$ cat config.mk
export PLATFORM = sky130hd
export DESIGN_NAME = fifo_stream_reader_flat
export DESIGN_NICKNAME = d
export VERILOG_FILES = /design/src/rtl/fifo_stream_reader_if.sv /design/src/rtl/fifo_stream_reader.sv /design/src/flat_wrapper.sv
export SDC_FILE = /design/constraint.sdc
export NUM_CORES = 1
export LEC_CHECK = 0
export CORE_MARGIN = 5
export CORE_UTILIZATION = 57
export CTS_BUF_LIST = sky130_fd_sc_hd__clkbuf_16
export DETAILED_ROUTE_END_ITERATION = 16
export HOLD_SLACK_MARGIN = 0.1
export PLACE_DENSITY = 0.84
export SYNTH_ARGS = -nofsm -noshare
export SYNTH_HDL_FRONTEND = slang
export SYNTH_SLANG_ARGS = --single-unit
$ cat constraint.sdc
create_clock -name clk_i -period 2.4 [get_ports clk_i]
set_input_delay 0.48 -clock clk_i [delete_from_list [all_inputs] [get_ports clk_i]]
set_output_delay 0.48 -clock clk_i [all_outputs]
set_load 0.05 [all_outputs]
$ cat src/rtl/fifo_stream_reader_if.sv
// fifo_stream_reader_if: FIFO read-side signals plus the valid/ready output stream
//   fifo_empty / fifo_q / fifo_rdreq : link to a SHOWAHEAD="OFF" FIFO (q valid one cycle after rdreq)
//   data / valid / ready             : output stream
//   buf_used                         : output buffer occupancy 0..3
interface fifo_stream_reader_if #(
    parameter int DWIDTH = 8
);
    logic              fifo_empty;
    logic [DWIDTH-1:0] fifo_q;
    logic              fifo_rdreq;
    logic [DWIDTH-1:0] data;
    logic              valid;
    logic              ready;
    logic [1:0]        buf_used;
    modport slave (
        input  fifo_empty, fifo_q, ready,
        output fifo_rdreq, data, valid, buf_used
    );
    modport master (
        output fifo_empty, fifo_q, ready,
        input  fifo_rdreq, data, valid, buf_used
    );
endinterface

$ cat src/rtl/fifo_stream_reader.sv
// fifo_stream_reader: turns a 1-cycle-latency FIFO read port into a valid/ready stream
//   clk_i  : clock, rising edge
//   srst_i : synchronous active-high reset, shared with the FIFO
//   bus    : slave side of fifo_stream_reader_if (FIFO read link, stream out, occupancy)
module fifo_stream_reader #(
    parameter int DWIDTH    = 8,
    parameter int BUF_DEPTH = 3
) (
    input  logic                 clk_i,
    input  logic                 srst_i,
    fifo_stream_reader_if.slave  bus
);
    localparam logic [1:0] LAST = 2'(BUF_DEPTH - 1);
    logic [DWIDTH-1:0] mem_q [BUF_DEPTH];
    logic [1:0]        cnt_q, cnt_d, rd_q, rd_d, wr_q, wr_d;
    logic              inflight_q, pop, rdreq;
    // Counting the in-flight word as occupied guarantees a slot for it at capture time,
    // so ready_i never has to reach rdreq.
    assign rdreq = !bus.fifo_empty && !srst_i && (({1'b0, cnt_q} + {2'b0, inflight_q}) < 3'(BUF_DEPTH));
    assign pop   = bus.valid && bus.ready;
    always_comb begin
        cnt_d = cnt_q + {1'b0, inflight_q} - {1'b0, pop};
        wr_d  = !inflight_q ? wr_q : (wr_q == LAST) ? 2'd0 : wr_q + 2'd1;
        rd_d  = !pop ? rd_q : (rd_q == LAST) ? 2'd0 : rd_q + 2'd1;
    end
    always_ff @(posedge clk_i) begin
        if (srst_i) begin
            cnt_q      <= '0;
            rd_q       <= '0;
            wr_q       <= '0;
            inflight_q <= 1'b0;
            for (int i = 0; i < BUF_DEPTH; i++) mem_q[i] <= '0;
        end else begin
            cnt_q      <= cnt_d;
            rd_q       <= rd_d;
            wr_q       <= wr_d;
            inflight_q <= rdreq;
            if (inflight_q) mem_q[wr_q] <= bus.fifo_q;
        end
    end
    assign bus.fifo_rdreq = rdreq;
    assign bus.valid      = cnt_q != 2'd0;
    assign bus.data       = mem_q[rd_q];
    assign bus.buf_used   = cnt_q;
endmodule

$ cat src/flat_wrapper.sv
// flat-port wrapper written by rule: the top's interface ports become plain ports
module fifo_stream_reader_flat 
#(
    parameter int DWIDTH    = 8,
    parameter int BUF_DEPTH = 3
)
  (clk_i, srst_i, bus_fifo_empty, bus_fifo_q, bus_ready, bus_fifo_rdreq, bus_data, bus_valid, bus_buf_used);
  fifo_stream_reader_if #(.DWIDTH(DWIDTH)) bus_i ();
  input  logic clk_i;
  input  logic srst_i;
  input wire logic [$bits(bus_i.fifo_empty)-1:0] bus_fifo_empty;
  input wire logic [$bits(bus_i.fifo_q)-1:0] bus_fifo_q;
  input wire logic [$bits(bus_i.ready)-1:0] bus_ready;
  output wire logic [$bits(bus_i.fifo_rdreq)-1:0] bus_fifo_rdreq;
  output wire logic [$bits(bus_i.data)-1:0] bus_data;
  output wire logic [$bits(bus_i.valid)-1:0] bus_valid;
  output wire logic [$bits(bus_i.buf_used)-1:0] bus_buf_used;
  assign bus_i.fifo_empty = bus_fifo_empty;
  assign bus_i.fifo_q = bus_fifo_q;
  assign bus_i.ready = bus_ready;
  assign bus_fifo_rdreq = bus_i.fifo_rdreq;
  assign bus_data = bus_i.data;
  assign bus_valid = bus_i.valid;
  assign bus_buf_used = bus_i.buf_used;
  fifo_stream_reader #(.DWIDTH(DWIDTH), .BUF_DEPTH(BUF_DEPTH)) u_core (.clk_i(clk_i), .srst_i(srst_i), .bus(bus_i));
endmodule
# Word-level counts from Yosys, hierarchy flattened
# Memories as Yosys holds them, arrays and structs flattened. A register that Yosys moved wholly into a read port is not among the register bits.
# Index checks and enable logic that the tools add are counted.
dict set report word_totals {
  regBits 7
  mem_bits_rw 24
  n_memories 1
}
dict set report op_classes {
  add_sub_neg 5
  n_lt_le_gt_ge 1
  eq_ne 2
  muxes 12
  reduce_logical 7
}
# name words width rd rd_ports_with_merged_regs write_ports line_no
set mem_list {}
lappend mem_list {u_core.mem_q 3 8 1 1 3 fifo_stream_reader.sv:14} ;# logic [DWIDTH-1:0] mem_q [BUF_DEPTH];
# operator count
set op_table {}
lappend op_table {{$mux W2} 5}
lappend op_table {{$mux W8} 1}
lappend op_table {{$reduce_or A8 Y1} 1}
lappend op_table {{$mux W1} 6}
lappend op_table {{$add A2 B1 Y2 const B} 2}
lappend op_table {{$eq A2 B2 Y1 const B} 2}
lappend op_table {{$add A2 B1 Y3} 1}
lappend op_table {{$logic_and A1 B1 Y1} 3}
lappend op_table {{$lt A3 B2 Y1 const B} 1}
lappend op_table {{$add A2 B1 Y2} 1}
lappend op_table {{$logic_not A1 Y1} 2}
lappend op_table {{$reduce_bool A2 Y1} 1}
lappend op_table {{$sub A2 B1 Y2} 1}

# Logic depth before layout (Yosys ltp)
dict set report logic_depth {
  word_depth 5
  ltp_mapped 5
  mapped_depth_nobuf 5
}

# Worst setup path before layout
# OpenSTA, ideal clock, no wires.
dict set report synth_timing {
  path_kind {register to output}
  from {reg u_core.cnt_q[0] (netlist: u_core.bus.buf_used[0])}
  to {out bus_fifo_rdreq}
  arrival_ns 3.644
  required_ns 1.920
  path_slack_ns -1.724
  stages_incl_launch_ff 4
  path_buffers 0
  cell_sequence {dfxtp_1 -> ha_1 -> ha_1 -> a2111oi_0}
}
dict set report synth_via {
  elab_chain_len 3
}
# item line_no
set synth_lines {}
lappend synth_lines {{from (decl)} fifo_stream_reader.sv:15} ;# logic [1:0] cnt_q, cnt_d, rd_q, rd_d, wr_q, wr_d;
lappend synth_lines {{from (signal assigned)} fifo_stream_reader.sv:34} ;# cnt_q <= cnt_d;
lappend synth_lines {{$add A2 B1 Y3} fifo_stream_reader.sv:19} ;# assign rdreq = !bus.fifo_empty && !srst_i && (({1'b0, cnt_q} + {2'b0, inflight_q}) < 3'(BUF_DEPTH));
lappend synth_lines {{$lt A3 B2 Y1} fifo_stream_reader.sv:19}
lappend synth_lines {{$logic_and A1 B1 Y1} fifo_stream_reader.sv:19}
lappend synth_lines {{to (decl)} flat_wrapper.sv:14} ;# output wire logic [$bits(bus_i.fifo_rdreq)-1:0] bus_fifo_rdreq;
# No other way between the ends.

# Worst setup path after layout
# Same ends and word-level chain as after synthesis.

==> metrics.txt <==
status completed; worst vdd ir 0.459 mV; WL final 3170 µm; DP Cell Count 172; Die Ht 65.5 µm; largest net degree at the start of global routing 13; Synth area leader edfxtp_1; PortBufs 23; minimum clock period 2.20 ns; full die area 4280 µm²; clock-pin slew on the worst setup and hold paths 0.05 ns; clk_lat worst skew 0.28 ns; Hold Slack 0.488 ns; sequential area share after synthesis 65.1%; Die X 65.5 µm; Slew HR 40.3%; post-route setup slack 0.203 ns; Final Non-Filler Cells 180; max incr delay on CP 0.36 ns; CTS tree yes; Starting DRT DRC Count 80; cell family with most CP delay adder cells; global-route wire length before repair 5410 µm; drt wl/cell 17.6 µm; MaxCap Viol Count 0; area of the multi-input gates 606 µm²; Area Overhead vs Synth 26.0%; FF/Latch Area 1140 µm²; area of the core 3000 µm²; H-Tree Depth 2; post_cts resized 0; cell chain of the critical path ha_1 > ha_1 > a2111oi_4 > buf_12; Final Hold Viols 0; maximum clock path buffer count 2; Buf/Inv on CP 1; DR pass1 iterations 4; via count 1018; Mapped Cells 116; nets@finish 161; GR Util All Layers 18.0%; Cell Pwr Density 775 nW/µm²; Worst Path Max Fanout 6; syn nets 131; required time of the critical path 1.92 ns; routability cong. 0.741; Root Driver clkbuf_16; Hold Crit Class flip-flop to flip-flop; CP arrival 1.72 ns; area share of the largest cell type after synthesis 54.8%; Startpoint Class flip-flop; synth top area cells edfxtp_1 (55%), dfxtp_1 (10%), mux4_2 (10%), and2_1 (8.6%), ha_1 (2.1%); RSZ-0062 raised after global routing no; TritonCTS Buffers 5; synthesized area per cell 15.1 µm²; vias in the first global route 1112; Leak 0.832 nW; count of yosys warnings during synthesis 0; total gr overflow 0; Synth cell types 27; period utilisation layout 91.5%; fraction of layout cells with a size suffix above 1 23.1%; Least-Margin Pin Slew 0.894 ns; Slowest cell on crit path dfxtp_1; Critical Path End Type output port; Max Slew Vio Count 0; Fillers 191; Cell Area, Synth 1750 µm²; clk sink count 41; ANT nets after route 0; row count 20; Most common cell on crit path ha_1; Synth Register Bits 41; fmax 0.455 GHz; Diodes inserted 0; residual DRC count 0; Setup CP Type flip-flop to output port; Initial Utilization 58.4%; Vias/cell 5.66; setup TNS 0 ns; CTS Hold Bufs 0; IO Count 24; post-CTS setup buffers 0; pre-CTS setup slack 0.244 ns; Finish-stage setup viols 0; HPWL after detailed placement 2260 µm; initial antenna violation count 0; Final Util 73.5%; Fin Clk Skew 0.00558 ns
==> cells in the mapped netlist (all sizes together) <==
cell,number
edfxtp,32
and2,24
dfxtp,9
mux4,8
nor2,6
nand2b,5
a21oi,3
ha,3
nand2,3
nor2b,3
a2111oi,2
buf,2
clkbuf,2
inv,2
mux2,2
mux2i,2
nor3,2
o21ai,2
o21bai,2
or2,1
or3,1
==> final cells by class <==
class	instances	area share [%]
clock buffer	5	5.67
tap	33	1.87
multi-input combinational	69	27.4
sequential	41	51.7
inverter	2	0.340
timing repair buffer	27	11.3
clock inverter	3	1.70
==> cell families after synthesis <==
family                     count (synthesis)  share of synthesized area, %
muxes                                     12                          12.7
buffers and inverters                      6                          1.43
DFF                                       41                          65.1
AOI/OAI and AO/OA                          9                          3.28
and+or+nand+nor                           45                          15.3
adders and majority gates                  3                          2.14
==> worst paths after layout <==
path | startpoint | end | slack [ns] | cells past startpoint
worst max-delay path | u_core.bus.buf_used[0]$_SDFF_PP0_ | bus_fifo_rdreq | 0.20 | 4
worst min-delay path | u_core.wr_q[0]$_SDFFE_PP0P_ | u_core.wr_q[0]$_SDFFE_PP0P_ | 0.49 | 2
worst max register to register | u_core.inflight_q$_SDFF_PP0_ | u_core.mem_q[1][6]$_SDFFCE_PN0P_ | 0.71 | 2
worst min register to register | u_core.wr_q[0]$_SDFFE_PP0P_ | u_core.wr_q[0]$_SDFFE_PP0P_ | 0.49 | 2
==> cells in the final DEF, fill, tap and decap left out, drive strengths merged, types with 3 or more instances in the layout <==
cell type / count
a21oi: 3
and2: 24
buf: 13
clkbuf: 5
clkdlybuf4s50: 14
dfxtp: 9
edfxtp: 32
ha: 3
inv: 3
mux4: 8
nand2: 3
nand2b: 5
nor2: 6
nor2b: 3
==> sequential cells by signal, summed over array words and instances, names as in the netlist, named ones only <==
| name | cells |
|---|---|
| u_core.inflight_q | 1 |
| u_core.bus.buf_used | 2 |
| u_core.wr_q | 2 |
| u_core.rd_q | 2 |
| u_core.mem_q | 32 |
==> layer usage <==
layer  routed length [µm]  track usage [%]  vias to the layer above
li1                     -                -                      483
met1                 1170             19.7                      504
met2                 1780             30.8                       29
met3                  211             7.18                        2
met4                   17             7.51                        0
met5                    0                0                        -
==> metrics by stage <==
step	total power [W]	instance area, µm²
after detailed placement	0.00101	2050
after global routing	0.00179	2210
after CTS	0.00173	2210
after floorplan	0.000935	1770
final	0.00171	2210
after global placement	0.000998	2050
==> tightest hold or removal path, delay by kind of cell (launching register included) <==
kind	cells	cell delay, ns
AO/OA/AOI/OAI	1	0.06
AND/OR/NAND/NOR	1	0.07
flip-flops	1	0.32
==> report_power, final <==
| part | internal, W | total, W | switching, W |
|---|---|---|---|
| Sequential | 0.000793 | 0.000805 | 0.0000124 |
| Clock | 0.000482 | 0.000723 | 0.000241 |
| Combinational | 0.0000744 | 0.000184 | 0.000109 |
| Total | 0.00135 | 0.00171 | 0.000363 |
Power figures use the tool's default switching activity.
